[src/rtl/pipe_pkg.sv]
// Shared IF/ID pipeline types: payload layout, skid-buffer states and the canonical bubble.
package pipe_pkg;

  localparam int XLEN_DEF = 32;
  localparam int ILEN_DEF = 32;
  localparam logic [ILEN_DEF-1:0] NOP_INSTR = 32'h0000_0013;

  typedef struct packed {
    logic [XLEN_DEF-1:0] pc;
    logic [XLEN_DEF-1:0] pc_plus_4;
    logic [ILEN_DEF-1:0] instr;
  } if_id_payload_t;

  typedef enum logic [1:0] {
    EMPTY = 2'd0,
    BUSY  = 2'd1,
    FULL  = 2'd2
  } skid_state_e;

  function automatic if_id_payload_t bubble_payload();
    if_id_payload_t p;
    p.pc        = '0;
    p.pc_plus_4 = '0;
    p.instr     = NOP_INSTR;
    return p;
  endfunction

endpackage

[src/rtl/pipe_skid_buf.sv]
// Generic 2-entry skid buffer with registered upstream ready, flush, and a bubble value
// held in any slot that is not valid.
module pipe_skid_buf
  import pipe_pkg::*;
#(
  parameter int           W      = 96,
  parameter logic [W-1:0] BUBBLE = '0
) (
  input  logic         clk,
  input  logic         rst,
  input  logic         flush,
  input  logic         valid_in,
  output logic         ready_up,
  input  logic [W-1:0] data_in,
  output logic         valid_out,
  input  logic         ready_dn,
  output logic [W-1:0] data_out
);

  skid_state_e  state_q, state_d;
  logic [W-1:0] out_q, out_d;
  logic [W-1:0] skid_q, skid_d;
  logic         ready_q;
  logic         accept, deq;

  assign accept = valid_in & ready_q;
  assign deq    = (state_q != EMPTY) & ready_dn;

  always_comb begin
    state_d = state_q;
    out_d   = out_q;
    skid_d  = skid_q;
    case (state_q)
      EMPTY: begin
        if (accept) begin
          out_d   = data_in;
          state_d = BUSY;
        end
      end
      BUSY: begin
        if (accept && deq) begin
          out_d = data_in;
        end else if (accept) begin
          skid_d  = data_in;
          state_d = FULL;
        end else if (deq) begin
          out_d   = BUBBLE;
          state_d = EMPTY;
        end
      end
      FULL: begin
        if (deq) begin
          out_d   = skid_q;
          skid_d  = BUBBLE;
          state_d = BUSY;
        end
      end
      default: begin
        state_d = EMPTY;
        out_d   = BUBBLE;
        skid_d  = BUBBLE;
      end
    endcase
  end

  // Flush restores the same clean state as reset; an accept in that cycle is dropped.
  always_ff @(posedge clk) begin
    if (rst || flush) begin
      state_q <= EMPTY;
      out_q   <= BUBBLE;
      skid_q  <= BUBBLE;
      ready_q <= 1'b1;
    end else begin
      state_q <= state_d;
      out_q   <= out_d;
      skid_q  <= skid_d;
      ready_q <= (state_d != FULL);
    end
  end

  assign ready_up  = ready_q;
  assign valid_out = (state_q != EMPTY);
  assign data_out  = out_q;

endmodule

[src/rtl/if_id_skid_stage.sv]
// IF->ID pipeline boundary: skid-buffered handshake with decode stall gating.
// Optional perf counters enabled by defining IF_ID_PERF_CNT_EN.
module if_id_skid_stage
  import pipe_pkg::*;
#(
  parameter int              XLEN         = 32,
  parameter int              ILEN         = 32,
  parameter logic [ILEN-1:0] NOP_INSTR_P  = pipe_pkg::NOP_INSTR,
  parameter int              CNT_W        = 16
) (
  input  logic            clk,
  input  logic            rst_n,
  input  logic            flush_i,
  input  logic            stall_i,
  input  logic            valid_i,
  output logic            ready_o,
  input  logic [XLEN-1:0] pc_i,
  input  logic [XLEN-1:0] pc_plus_4_i,
  input  logic [ILEN-1:0] instr_i,
  output logic            valid_o,
  input  logic            ready_i,
  output logic [XLEN-1:0] pc_o,
  output logic [XLEN-1:0] pc_plus_4_o,
`ifdef IF_ID_PERF_CNT_EN
  output logic [ILEN-1:0]  instr_o,
  output logic [CNT_W-1:0] stall_cnt_o,
  output logic [CNT_W-1:0] flush_cnt_o
`else
  output logic [ILEN-1:0] instr_o
`endif
);

  localparam int PAY_W = 2 * XLEN + ILEN;
  localparam logic [PAY_W-1:0] BUBBLE = {{(2 * XLEN){1'b0}}, NOP_INSTR_P};

  logic [PAY_W-1:0] pay_in, pay_out;
  logic             ready_eff;

  // rst_n is active-high despite its name.
  assign ready_eff = ready_i & ~stall_i;
  assign pay_in    = {pc_i, pc_plus_4_i, instr_i};

  pipe_skid_buf #(
    .W      (PAY_W),
    .BUBBLE (BUBBLE)
  ) u_skid (
    .clk       (clk),
    .rst       (rst_n),
    .flush     (flush_i),
    .valid_in  (valid_i),
    .ready_up  (ready_o),
    .data_in   (pay_in),
    .valid_out (valid_o),
    .ready_dn  (ready_eff),
    .data_out  (pay_out)
  );

  assign {pc_o, pc_plus_4_o, instr_o} = pay_out;

`ifdef IF_ID_PERF_CNT_EN
  logic [CNT_W-1:0] stall_cnt_q, flush_cnt_q;

  // Saturating counters; only reset clears them, flush does not.
  always_ff @(posedge clk) begin
    if (rst_n) begin
      stall_cnt_q <= '0;
      flush_cnt_q <= '0;
    end else begin
      if (valid_o && !ready_eff && (stall_cnt_q != {CNT_W{1'b1}}))
        stall_cnt_q <= stall_cnt_q + CNT_W'(1);
      if (flush_i && (flush_cnt_q != {CNT_W{1'b1}}))
        flush_cnt_q <= flush_cnt_q + CNT_W'(1);
    end
  end

  assign stall_cnt_o = stall_cnt_q;
  assign flush_cnt_o = flush_cnt_q;
`endif

endmodule

[config.mk]
export PLATFORM = sky130hd
export DESIGN_NAME = if_id_skid_stage
export DESIGN_NICKNAME = d
export VERILOG_FILES = /design/src/rtl/pipe_pkg.sv /design/src/rtl/pipe_skid_buf.sv /design/src/rtl/if_id_skid_stage.sv
export SDC_FILE = /design/constraint.sdc
export NUM_CORES = 1
export LEC_CHECK = 0
export ABC_CLOCK_PERIOD_IN_PS = 1640
export CORE_ASPECT_RATIO = 0.6
export CORE_MARGIN = 2
export CORE_UTILIZATION = 35
export CTS_BUF_LIST = sky130_fd_sc_hd__clkbuf_4
export CTS_CLUSTER_DIAMETER = 100
export DETAILED_ROUTE_END_ITERATION = 12
export PLACE_DENSITY = 0.62
export RECOVER_POWER = 100
export SLEW_MARGIN = 10
export SYNTH_ARGS = -nofsm -noshare
export SYNTH_HDL_FRONTEND = slang
export SYNTH_SLANG_ARGS = --single-unit
[constraint.sdc]
create_clock -name clk -period 1.64 [get_ports clk]
set_input_delay 0.164 -clock clk [delete_from_list [all_inputs] [get_ports clk]]
set_output_delay 0.164 -clock clk [all_outputs]
set_load 0.005 [all_outputs]
Yosys cells after proc, flatten, opt, wreduce, memory -nomap -nowiden
Index checks and enable logic that the tools add are counted.

Bits of input ports: 102. Logic and storage cells: 38. Output and inout bits: 98. Flip-flop bits (word level): 195.

Muxes and demuxes: 14. Reduce and logical (&&, ||, !) cells: 6. Equality and inequality tests: 9. Bitwise operators: 5.

Operators with widths (number): $mux W96 (6); $pmux W96 S3 (2); $mux W2 (5); $reduce_and A4 Y1 (2); $ne A2 B1 Y1 const B (3); $pmux W2 S3 (1); $ne A2 B2 Y1 const B (2); $and A1 B1 Y1 (3); $ne A3 B1 Y1 const B (1); $ne A3 B3 Y1 const B (1); $eq A2 B1 Y1 const B (1); $eq A2 B2 Y1 const B (1); $logic_not A2 Y1 (1); $not A1 Y1 (2); $reduce_bool A2 Y1 (1); $logic_and A1 B1 Y1 (1); $logic_or A1 B1 Y1 (1).

Longest topological paths before layout
Gate-level depths: netlist (run 1).

Depth after elaboration: 8. Depth in mapped cells: 8. Depth with buffers taken out: 4.

Cells and area by module
A second synthesis (run 1) with hierarchy kept.

Cells, all modules: 993. Area total of the unflattened synthesis: 9476.6 µm².

By module, submodules not included: pipe_skid_buf (area each 9462.8 µm², instances 1, cells each 992, sequential area each 3903.7 µm²); if_id_skid_stage (area each 13.8 µm², instances 1, cells each 1, sequential area each 0.0 µm²).

Worst setup path before layout (run 1)
OpenSTA, ideal clock, no wires.

Kind: register to register. Start point: register u_skid.state_q[0]. End point: register u_skid.out_q[41], in the netlist u_skid.data_out[41]. Clock period less this slack: 1.577 ns. Path slack: 0.063 ns. Setup time: 0.117 ns. Data required time: 1.523 ns. Arrival: 1.461 ns. Stages on the path, launching flop included: 9. Buffers on the path: 4. Path through: dfxtp_1 buf_2 xnor2_1 o22ai_2 and2_1 buf_4 buf_6 buf_6 a22o_1.

Longest elaborated chain between the ends: 5. Elaborated cells on any way between the ends: 13. Classes of those cells: eq/ne: 6; mux: 2; bitwise: 1; reduce/logical: 4.

Ends and longest elaborated chain: start: declaration (line pipe_skid_buf.sv:20) `skid_state_e state_q, state_d;`; start signal: assignment (line pipe_skid_buf.sv:74) `state_q <= state_d;`; $reduce_bool A2 Y1 (line pipe_skid_buf.sv:27) `assign deq = (state_q != EMPTY) & ready_dn;`; $and A1 B1 Y1 (line pipe_skid_buf.sv:27); $logic_and A1 B1 Y1 (line pipe_skid_buf.sv:41) `if (accept && deq) begin`; $ne A3 B3 Y1 (no line) (tied with other cells); $reduce_and A4 Y1 (no line) / $pmux W96 S3 (equally long branches); end signal: assignment (line pipe_skid_buf.sv:75) `out_q <= out_d;`; end: declaration (line pipe_skid_buf.sv:21) `logic [W-1:0] out_q, out_d;`.

Several ways; a longest one is shown, not always the timed one. A chain may end at the register's enable or synchronous reset.

Worst setup path after layout (run 1)
Start point: register u_skid.state_q[1]. End point: register u_skid.skid_q[14].

Longest elaborated chain between the ends: 5. Elaborated cells on any way between the ends: 12. Classes of those cells: eq/ne: 5; mux: 1; bitwise: 2; reduce/logical: 4.

Ends and longest elaborated chain: $reduce_bool A2 Y1 (line pipe_skid_buf.sv:27); $and A1 B1 Y1 (line pipe_skid_buf.sv:27); $logic_and A1 B1 Y1 (line pipe_skid_buf.sv:41); $ne A2 B2 Y1 (no line); $reduce_and A4 Y1 (no line); end signal: assignment (line pipe_skid_buf.sv:76) `skid_q <= skid_d;`; end: declaration (line pipe_skid_buf.sv:22) `logic [W-1:0] skid_q, skid_d;`.

Several ways; a longest one is shown, not always the timed one.

==> run metrics, run 1 <==
NumNets Final 1198; leakage power 0.00451 uW; post-synthesis sequential area ratio 44.1%; Detailed Route Iter0 Violations 458; Total GRT Usage 19.7%; final count of hold timing violations 0; max-slew violations 0; flop and latch count out of synthesis 195; Clock Path Buffers 2; CTS clk-pin slew, worst paths 0.16 ns; startpoint types register; post-route cell area 12100 sq um; final wirelength 26200 um; initial antenna violation count 1; top-count cell post-synth dfxtp_1; Slew Limit Headroom 61.1%; first-pass GRT wire length 41100 um; Setup Viol. Count Final 0; Peak VDD IR 0.000462 V; Antenna Violating Nets Remaining 0; worst path arrival time 2.18 ns; met2 wire len 10700 um; Initial Util 35.3%; crit path kind register to register; yosys warns 0; worst hold path class input pin to register; MaxCap Viol Count 0; CTS root buf clkbuf_4; count of different cell masters after synthesis 31; Post-Syn Area 8850 sq um; Max Freq 620 MHz; Async SR Flop Fraction 0%; Vias 7382; power density over the cells 766 nW/um^2; Synth top area share 44.1%; crit path max fanout 53; core box area 25100 sq um; vias in the first global route 7202; synth cell count leaders 195 x dfxtp_1, 190 x nand2_1, 189 x mux2i_1, 93 x o2bb2ai_1, 89 x a22o_1; 1st-pass router iterations 5; # H-tree levels 4; setup_tns 0 ns; Worst Max-Slew Pin Slew 0.584 ns; total CTS buffers 17; Synth area leaders dfxtp_1 44%, mux2i_1 21%, o2bb2ai_1 9.2%; Post-synth EDFFs 0; Congestion Overflow GR 0; clk_lat worst skew 0.63 ns; area growth from synthesis to layout 36.5%; Power Total 9260 uW; DIE HEIGHT 127 um; Crit path required time 2.21 ns; RSZ-0062 raised after global routing true; Final min period 1.61 ns; chip width 209 um; CTS tree done; row count 45; num ports 200; Syn Nets 994; # clock sinks 195; drt drc 0; gpl congestion 0.756; port bufs 199; dpl cell area 11500 sq um; max layer used met5; vias per inst 5.13; outcome completed; die area 26600 sq um; post-DP HPWL 16700 um; wire per inst 18.2 um; clock skew 0.0214 ns; share of cells above drive strength 1 18.6%; Synth Instances 892; Main synth FF type dfxtp_1; Mean Syn Cell Area 9.93 sq um; met3 WL 1490 um; largest net degree at the start of global routing 56; CP endpoint kind register; routed length on met1 13800 um; cell accounting for the most synthesized area dfxtp_1; part of the cycle the worst path needs 98.3%
-- worst max-delay path: stages, from the launching register on --
cell,delay (ns)
dfxtp_4,0.38
buf_8,0.14
nand2b_4,0.16
buf_4,0.15
nor2_4,0.14
buf_12,0.28
nand2_1,0.10
mux2i_1,0.15
-- per-stage QoR --
step | util (%) | std cells | setup slack (ns) | hold WS, ns
6_report | 48.2 | 1438 | 0.0271 | 0.110
5_1_grt | 48.2 | 1437 | -0.0420 | 0.0486
4_1_cts | 47.8 | 1434 | -0.0482 | 0.0509
3_5_place_dp | 46.1 | 1387 | -0.239 | 0.448
3_3_place_gp | 46.1 | 1387 | -0.195 | 0.442
2_1_floorplan | - | 892 | 0.0626 | 0.306
-- final timing paths --
check                     from                 to  slack, ns  cells after the start
max          u_skid.state_q[1]  u_skid.skid_q[14]       0.03                      7
min reg2reg  u_skid.skid_q[81]  u_skid.skid_q[81]       0.47                      2
min                   pc_i[31]  u_skid.skid_q[95]       0.11                      3
max reg2reg  u_skid.state_q[1]  u_skid.skid_q[14]       0.03                      7
-- repair_timing --
action                                 in CTS  in global routing
hold buffers                                0                  0
gates resized for setup                   188                 15
setup buffers                              16                  2
cloned                                      0                  1
endpoints found under the hold margin       0                  0
setup endpoints to repair                  98                 60
pin swaps                                   1                  0
-- placed cells by master (no fill, tap or decap), drive strengths merged, types with 2 or more instances in the layout --
master         count
a21oi              3
and2               2
buf               70
nor3               2
clkdlybuf4s50    101
bufinv             4
mux2i            189
clkbuf            21
nand2b             4
or2                3
nand2            190
clkinv             5
o211ai             2
a22o              89
o21ai              4
nor2              14
o2bb2ai           93
o21a               3
a22oi              2
dfxtp            195
inv                5
nand3              2
dlygate4sd2       97
-- where the power goes --
part	total [uW]	internal (uW)	switching [uW]
Clock	2980	1240	1730
Combinational	1370	729	645
Sequential	4910	4850	58.8
-- kinds of logic (layout without fill, tap and decap cells) --
logic type                Yosys count  after routing  synth area share, %
xor gates and xnor gates            1              1               0.0989
and+or+nand+nor                   218            218                 9.68
DFF                               195            195                 44.1
buffers and inverters              88            304                 5.26
other                               0              1                    0
muxes                             189            189                 21.4
AOI/OAI and AO/OA                 201            201                 19.5
-- routing by layer --
| layer | vias up | GRT usage, % |
|---|---|---|
| met5 | - | 0 |
| met4 | 2 | 4.33 |
| met3 | 23 | 5.63 |
| met1 | 3535 | 28.8 |
| met2 | 176 | 28.7 |
| li1 | 3646 | - |
-- registers in the layout, summed over array words and instances (netlist names) --
| name | flops |
|---|---|
| u_skid.skid_q | 96 |
| u_skid.data_out | 96 |
| u_skid.ready_up | 1 |
| u_skid.state_q | 2 |
-- final cells by class --
type | count | area [sq um]
clock inverter | 11 | 160
antenna | 1 | 2.50
multi-input combinational | 609 | 4570
timing repair buffer | 269 | 2760
inverter | 4 | 15.0
fill | 2359 | 13000
sequential | 195 | 4020
clock buffer | 20 | 150
tap | 329 | 412
No activity file was read; power rests on OpenSTA's default activity.
==> run 2: changes to the inputs <==
--- a/config.mk
+++ b/config.mk
@@ -5,6 +5,7 @@
 export SDC_FILE = /design/constraint.sdc
 export NUM_CORES = 1
 export LEC_CHECK = 0
+export ABC_AREA = 1
 export ABC_CLOCK_PERIOD_IN_PS = 1640
 export CORE_ASPECT_RATIO = 0.6
 export CORE_MARGIN = 2
==> run metrics, run 2 <==
max-slew violations 0 (unchanged); row count 45 (unchanged); CTS clk-pin slew, worst paths 0.15 ns (about the same); vias in the first global route 8563 (+19%); NumNets Final 1745 (+46%); port bufs 199 (unchanged); Vias 9727 (+32%); commonest non-fill, non-tap cell in the layout nand2_1; Synth area leaders dfxtp_1 42%, nand2_1 19%, nor2_1 11%; Initial Util 36.1% (+0.71 points); initial antenna violation count 2 (+1); Congestion Overflow GR 0 (unchanged); num ports 200 (unchanged); top-count cell post-synth nand2_1; Slew Limit Headroom 76.5% (+15 points); count of different cell masters after synthesis 19 (-39%); Total GRT Usage 21.6% (+1.9 points); dpl cell area 11900 sq um (+3.2%); 1st-pass router iterations 7 (+2); Clock Path Buffers 2 (unchanged); core box area 25600 sq um (+2.2%); Setup Viol. Count Final 5 (+5); Peak VDD IR 0.000384 V (-17%); largest net degree at the start of global routing 53 (-5.4%); Final min period 1.65 ns (+0.0380 ns); outcome finished, violations left; wire per inst 15.7 um (-14%); post-DP HPWL 19300 um (+15%); die area 27700 sq um (+4.2%); Max Freq 606 MHz (-2.3%); worst path arrival time 2.20 ns (+0.02 ns); cell accounting for the most synthesized area dfxtp_1; crit path from u_skid.ready_up; Post-synth EDFFs 0 (unchanged); Mean Syn Cell Area 6.40 sq um (-36%); Post-Syn Area 9240 sq um (+4.3%); violated checks negative setup slack; Syn Nets 1546 (+56%); area growth from synthesis to layout 37.7%; drt drc 0 (unchanged); power density over the cells 724 nW/um^2 (-5.5%); Crit path required time 2.19 ns (-0.02 ns); clock skew 0.0202 ns (-0.00122 ns); Worst Max-Slew Pin Slew 0.349 ns (-0.235 ns); commonest non-fill, non-tap cells in the layout 404 x nand2_1, 256 x nor2_1, 191 x dfxtp_1; CP endpoint kind register; Synth top area share 42.3% (-1.8 points); Synth Instances 1444 (+62%); leakage power 0.00614 uW (+36%); # H-tree levels 4 (unchanged); Worst R2R Path Depth 9 (+2); MaxCap Viol Count 0 (unchanged); final count of hold timing violations 0 (unchanged); largest family of logic cells by synthesized area simple AND/OR/NAND/NOR gates; worst hold path class input pin to register; post-synthesis sequential area ratio 42.3% (-1.8 points); hold_buf cts 0 (unchanged); yosys warns 0 (unchanged); CTS tree done; first-pass GRT wire length 46500 um (+13%); Async SR Flop Fraction 0% (unchanged); reg2reg end u_skid.data_out[15]; Antenna Violating Nets Remaining 0 (unchanged); Simple-Gate Fraction of Synth Area 36.3% (+27 points); fin worst setup slack -0.0109 ns (-0.0380 ns); Synth Area in Adders 0% (unchanged); share of cells above drive strength 1 11.4% (-7.2 points); Main synth FF type dfxtp_1; Hold WS 0.180 ns (+0.0699 ns); vias per inst 4.85 (-5.6%); # clock sinks 195 (unchanged); Compound-Gate Fraction of Synth Area 10.9% (-8.7 points); gpl congestion 0.771 (+2.1%); clk_lat worst skew 0.62 ns (about the same); startpoint types register; worst r2r src u_skid.ready_up; crit path max fanout 14 (-74%); flop and latch count out of synthesis 195 (unchanged); chip width 214 um (+2.1%); final wirelength 31500 um (+20%); post-route cell area 12700 sq um (+5.2%); part of the cycle the worst path needs 101% (+2.3 points); RSZ-0062 raised after global routing true; Synth Area in XOR/XNOR 0% (-0.099 points); DIE HEIGHT 130 um (+2.1%); synth cell count leaders 464 x nand2_1, 260 x nor2_1, 195 x dfxtp_1, 134 x inv_1, 117 x nand3_1; worst setup path end u_skid.data_out[15]; Fillers 2569 (+8.9%); crit path kind register to register; mux contribution to synthesized area 0% (-21 points); CTS root buf clkbuf_4; Detailed Route Iter0 Violations 709 (+55%); total CTS buffers 17 (unchanged); Reg2Reg Setup Slack -0.01 ns (-0.04 ns); Power Total 9200 uW (-0.58%)
## run 2: cell types whose count changed after synthesis, moves of 6 or more
cell / change
a21oi_1: +25
a22o_1: -89
buf_6: -6
clkbuf_1: +20
inv_1: +130
mux2i_1: -189
nand2_1: +274
nand3_1: +115
nor2_1: +246
o211ai_1: +64
o21ai_0: +56
o21ai_1: +12
o2bb2ai_1: -93
## run 2: stage by stage
stage / TNS [ns] / setup WS [ns] / instances / util [%]
2_1_floorplan: 0 / 0.189 / 1444 / -
3_5_place_dp: -21.60 / -0.208 / 1948 / 46.5
6_report: -0.0180 / -0.0109 / 2007 / 49.6
5_1_grt: -2.53 / -0.0670 / 2007 / 49.6
3_3_place_gp: -18.92 / -0.191 / 1948 / 46.5
4_1_cts: -0.0845 / -0.0694 / 1989 / 48.2
## run 2: power by group
group          switching [uW]  total (uW)  internal [uW]
clock                    1640        2470            823
combinational             955        1770            811
sequential               77.4        4970           4890
total                    2680        9200           6530
## run 2: logic make-up after synthesis
kind of cell	Yosys count
buffers and inverters	236
AOI/OAI and AO/OA	167
DFF	195
and+or+nand+nor	846
## run 2: what timing repair did
item | CTS | global route
resized for setup | 199 | 80
endpoints found under the setup margin | 122 | 126
pin swaps | 4 | 14
buffers inserted | 9 | 7
cloned | 2 | 12
## run 2: worst max-delay path, cell delays in order (launching register included)
cell and delay (ns):
dfxtp_1 0.39, nand2_1 0.11, buf_4 0.17, nand2_2 0.08
nand3_4 0.13, nor2_4 0.21, buf_12 0.18, clkbuf_16 0.18
nand2_1 0.07, nand2_1 0.06
## run 2: worst min path at each step
| stage | start | slack [ns] | depth (start not counted) | to |
|---|---|---|---|---|
| 2_1_floorplan | instr_i[13] | 0.30 | 2 | u_skid.skid_q[13] |
| 6_report | pc_plus_4_i[13] | 0.18 | 3 | u_skid.skid_q[45] |
| 3_3_place_gp | u_skid.skid_q[0] | 0.44 | 2 | u_skid.skid_q[0] |
| 4_1_cts | pc_plus_4_i[13] | 0.1 | 3 | u_skid.skid_q[45] |
| 5_1_grt | pc_plus_4_i[13] | 0.11 | 3 | u_skid.skid_q[45] |
| 3_5_place_dp | u_skid.skid_q[4] | 0.45 | 2 | u_skid.skid_q[4] |
## run 2: layer usage
| metal | up-vias | part of all wire [%] | GRT usage (%) |
|---|---|---|---|
| met5 | - | 0.038 | 0 |
| met4 | 2 | 0.90 | 4.78 |
| met3 | 24 | 6.8 | 5.46 |
| met2 | 282 | 43 | 32.9 |
| met1 | 4507 | 50 | 30.9 |
| li1 | 4912 | - | - |
## run 2: final cells by class
type                       instances  area [sq um]  area share, %
clock inverter                     7          61.3          0.482
multi-input combinational       1014          4610           36.2
sequential                       195          3910           30.8
tap                              352           440           3.46
inverter                         138           532           4.18
clock buffer                      23           173           1.36
timing repair buffer             277          2990           23.5
antenna                            1          2.50         0.0197
==> run 3: changes to the inputs <==
--- a/config.mk
+++ b/config.mk
@@ -13,7 +13,7 @@
 export CTS_BUF_LIST = sky130_fd_sc_hd__clkbuf_4
 export CTS_CLUSTER_DIAMETER = 100
 export DETAILED_ROUTE_END_ITERATION = 12
-export PLACE_DENSITY = 0.62
+export PLACE_DENSITY_LB_ADDON = 0.12
 export RECOVER_POWER = 100
 export SLEW_MARGIN = 10
 export SYNTH_ARGS = -nofsm -noshare
==> run metrics, run 3 (synthesis results as in run 2) <==
crit path kind register to register; row count 45 (unchanged); max-slew violations 0 (unchanged); worst r2r src u_skid.state_q[0]; Congestion Overflow GR 0 (unchanged); share of cells above drive strength 1 6.79% (-4.6 points); outcome completed; leakage power 0.00591 uW (-3.7%); CP max-delay cell dfxtp_4; Power Total 9780 uW (+6.2%); Crit path required time 2.16 ns (-0.03 ns); clk_lat worst skew 0.63 ns (about the same); vias per inst 4.75 (-2.1%); first-pass GRT wire length 47300 um (+1.5%); CP peak stage delay 0.39 ns (about the same); core box area 25600 sq um (unchanged); commonest non-fill, non-tap cell in the layout nand2_1; commonest non-fill, non-tap cells in the layout 461 x nand2_1, 257 x nor2_1, 188 x dfxtp_1; post-DP HPWL 19400 um (+0.48%); CP endpoint kind register; gpl congestion 0.798 (+3.5%); Max Freq 627 MHz (+3.6%); wire per inst 15.1 um (-3.9%); Clock Path Buffers 2 (unchanged); final core occ 47.8% (-1.9 points); crit path cell chain buf_4 -> nor2_4 -> nand2_1 -> nand3_4 -> nor2_4 -> buf_4 -> buf_12 -> nand2_1 -> nand2_1; worst hold path class input pin to register; # H-tree levels 4 (unchanged); total CTS buffers 17 (unchanged); port bufs 199 (unchanged); Vias 9438 (-3.0%); power density over the cells 799 nW/um^2 (+10%); part of the cycle the worst path needs 97.2% (-3.5 points); 1st-pass router iterations 5 (-2); Initial Util 36.1% (unchanged); RSZ-0062 raised after global routing true; drt drc 0 (unchanged); chip width 214 um (unchanged); MaxCap Viol Count 0 (unchanged); final count of hold timing violations 0 (unchanged); # clock sinks 195 (unchanged); Slew Limit Headroom 69.3% (-7.2 points); vias in the first global route 9012 (+5.2%); largest net degree at the start of global routing 78 (+47%); Worst Hold Path EP u_skid.skid_q[18]; pre-CTS WS -0.274 ns (-0.0665 ns); hold path startpoint instr_i[18]; CTS root buf clkbuf_4; Worst Max-Slew Pin Slew 0.461 ns (+0.112 ns); crit path max fanout 17 (+3); setup_tns 0 ns (+0.0180 ns); DIE HEIGHT 130 um (unchanged); clock skew 0.0241 ns (+0.00389 ns); worst path arrival time 2.11 ns (-0.09 ns); area growth from synthesis to layout 32.5%; Peak VDD IR 0.000373 V (-2.7%); hold_buf cts 0 (unchanged); Antenna Violating Nets Remaining 0 (unchanged); Worst R2R Path Depth 9 (unchanged); fin worst setup slack 0.0457 ns (+0.0566 ns); CTS tree done; final wirelength 30000 um (-4.7%); die area 27700 sq um (unchanged); initial antenna violation count 2 (unchanged); startpoint types register; Min-Delay Path Depth 3 (unchanged); post-route cell area 12200 sq um (-3.8%); NumNets Final 1724 (-1.2%); most frequent CP cell nand2_1; CTS clk-pin slew, worst paths 0.16 ns (about the same); Setup Viol. Count Final 0 (-5); Detailed Route Iter0 Violations 665 (-6.2%); Reg2Reg Setup Slack 0.05 ns (+0.06 ns); Total GRT Usage 21.7% (+0.042 points); reg2reg end u_skid.data_out[82]; dpl cell area 11900 sq um (-0.46%); num ports 200 (unchanged); Final min period 1.59 ns (-0.0566 ns)
[run 3: how the worst max path moves through the flow]
stage	startpoint	endpoint	slack, ns	cells after the start
detailed placement	stall_i	u_skid.data_out[46]	-0.27	8
global placement	stall_i	u_skid.data_out[66]	-0.24	8
finish	u_skid.state_q[0]	u_skid.data_out[82]	0.05	9
floorplan	u_skid.state_q[0]	u_skid.data_out[85]	0.19	10
global route	u_skid.state_q[0]	valid_o	-0.02	3
CTS	u_skid.state_q[0]	valid_o	0.02	3
[run 3: what timing repair did]
item / in CTS / in global routing
pin swaps: 1 / 2
buffers inserted: 6 / 3
gates resized for setup: 190 / 8
setup endpoints to repair: 142 / 66
gates cloned: 0 / 2
[run 3: final cells by class]
| type | instances | area (sq um) |
|---|---|---|
| Fill cell | 2735 | 13400 |
| Antenna cell | 3 | 7.51 |
| Multi-Input combinational cell | 1013 | 4410 |
| Inverter | 138 | 520 |
| Sequential cell | 195 | 3920 |
| Clock inverter | 11 | 209 |
| Clock buffer | 20 | 150 |
| Timing Repair Buffer | 257 | 2590 |
| Tap cell | 352 | 440 |
[run 3: power breakdown]
group	internal (uW)	total, uW	switching (uW)	leakage (uW)
sequential	4890	4970	80.3	0.00159
clock	1550	3250	1700	0.000187
combinational	705	1560	851	0.00414
total	7150	9780	2630	0.00591
[run 3: metal layers]
layer	global-route usage [%]	vias up	routed length, um
li1	-	4868	-
met4	4.25	0	187
met5	0	-	0
met1	30.3	4364	15300
met3	5.68	13	1760
met2	33.9	193	12800
[run 3: critical path: cells and delay by family, from the launching register on]
kind / cells / cell delay [ns]
and+or+nand+nor: 6 / 0.62
buffers and inverters: 3 / 0.49
DFF: 1 / 0.39
[run 3: per-stage QoR]
step	std cells	hold WS, ns
after floorplan	1444	0.305
after global placement	1944	0.445
after detailed placement	1944	0.451
after CTS	1981	0.0904
after global routing	1986	0.0931
final	1989	0.148
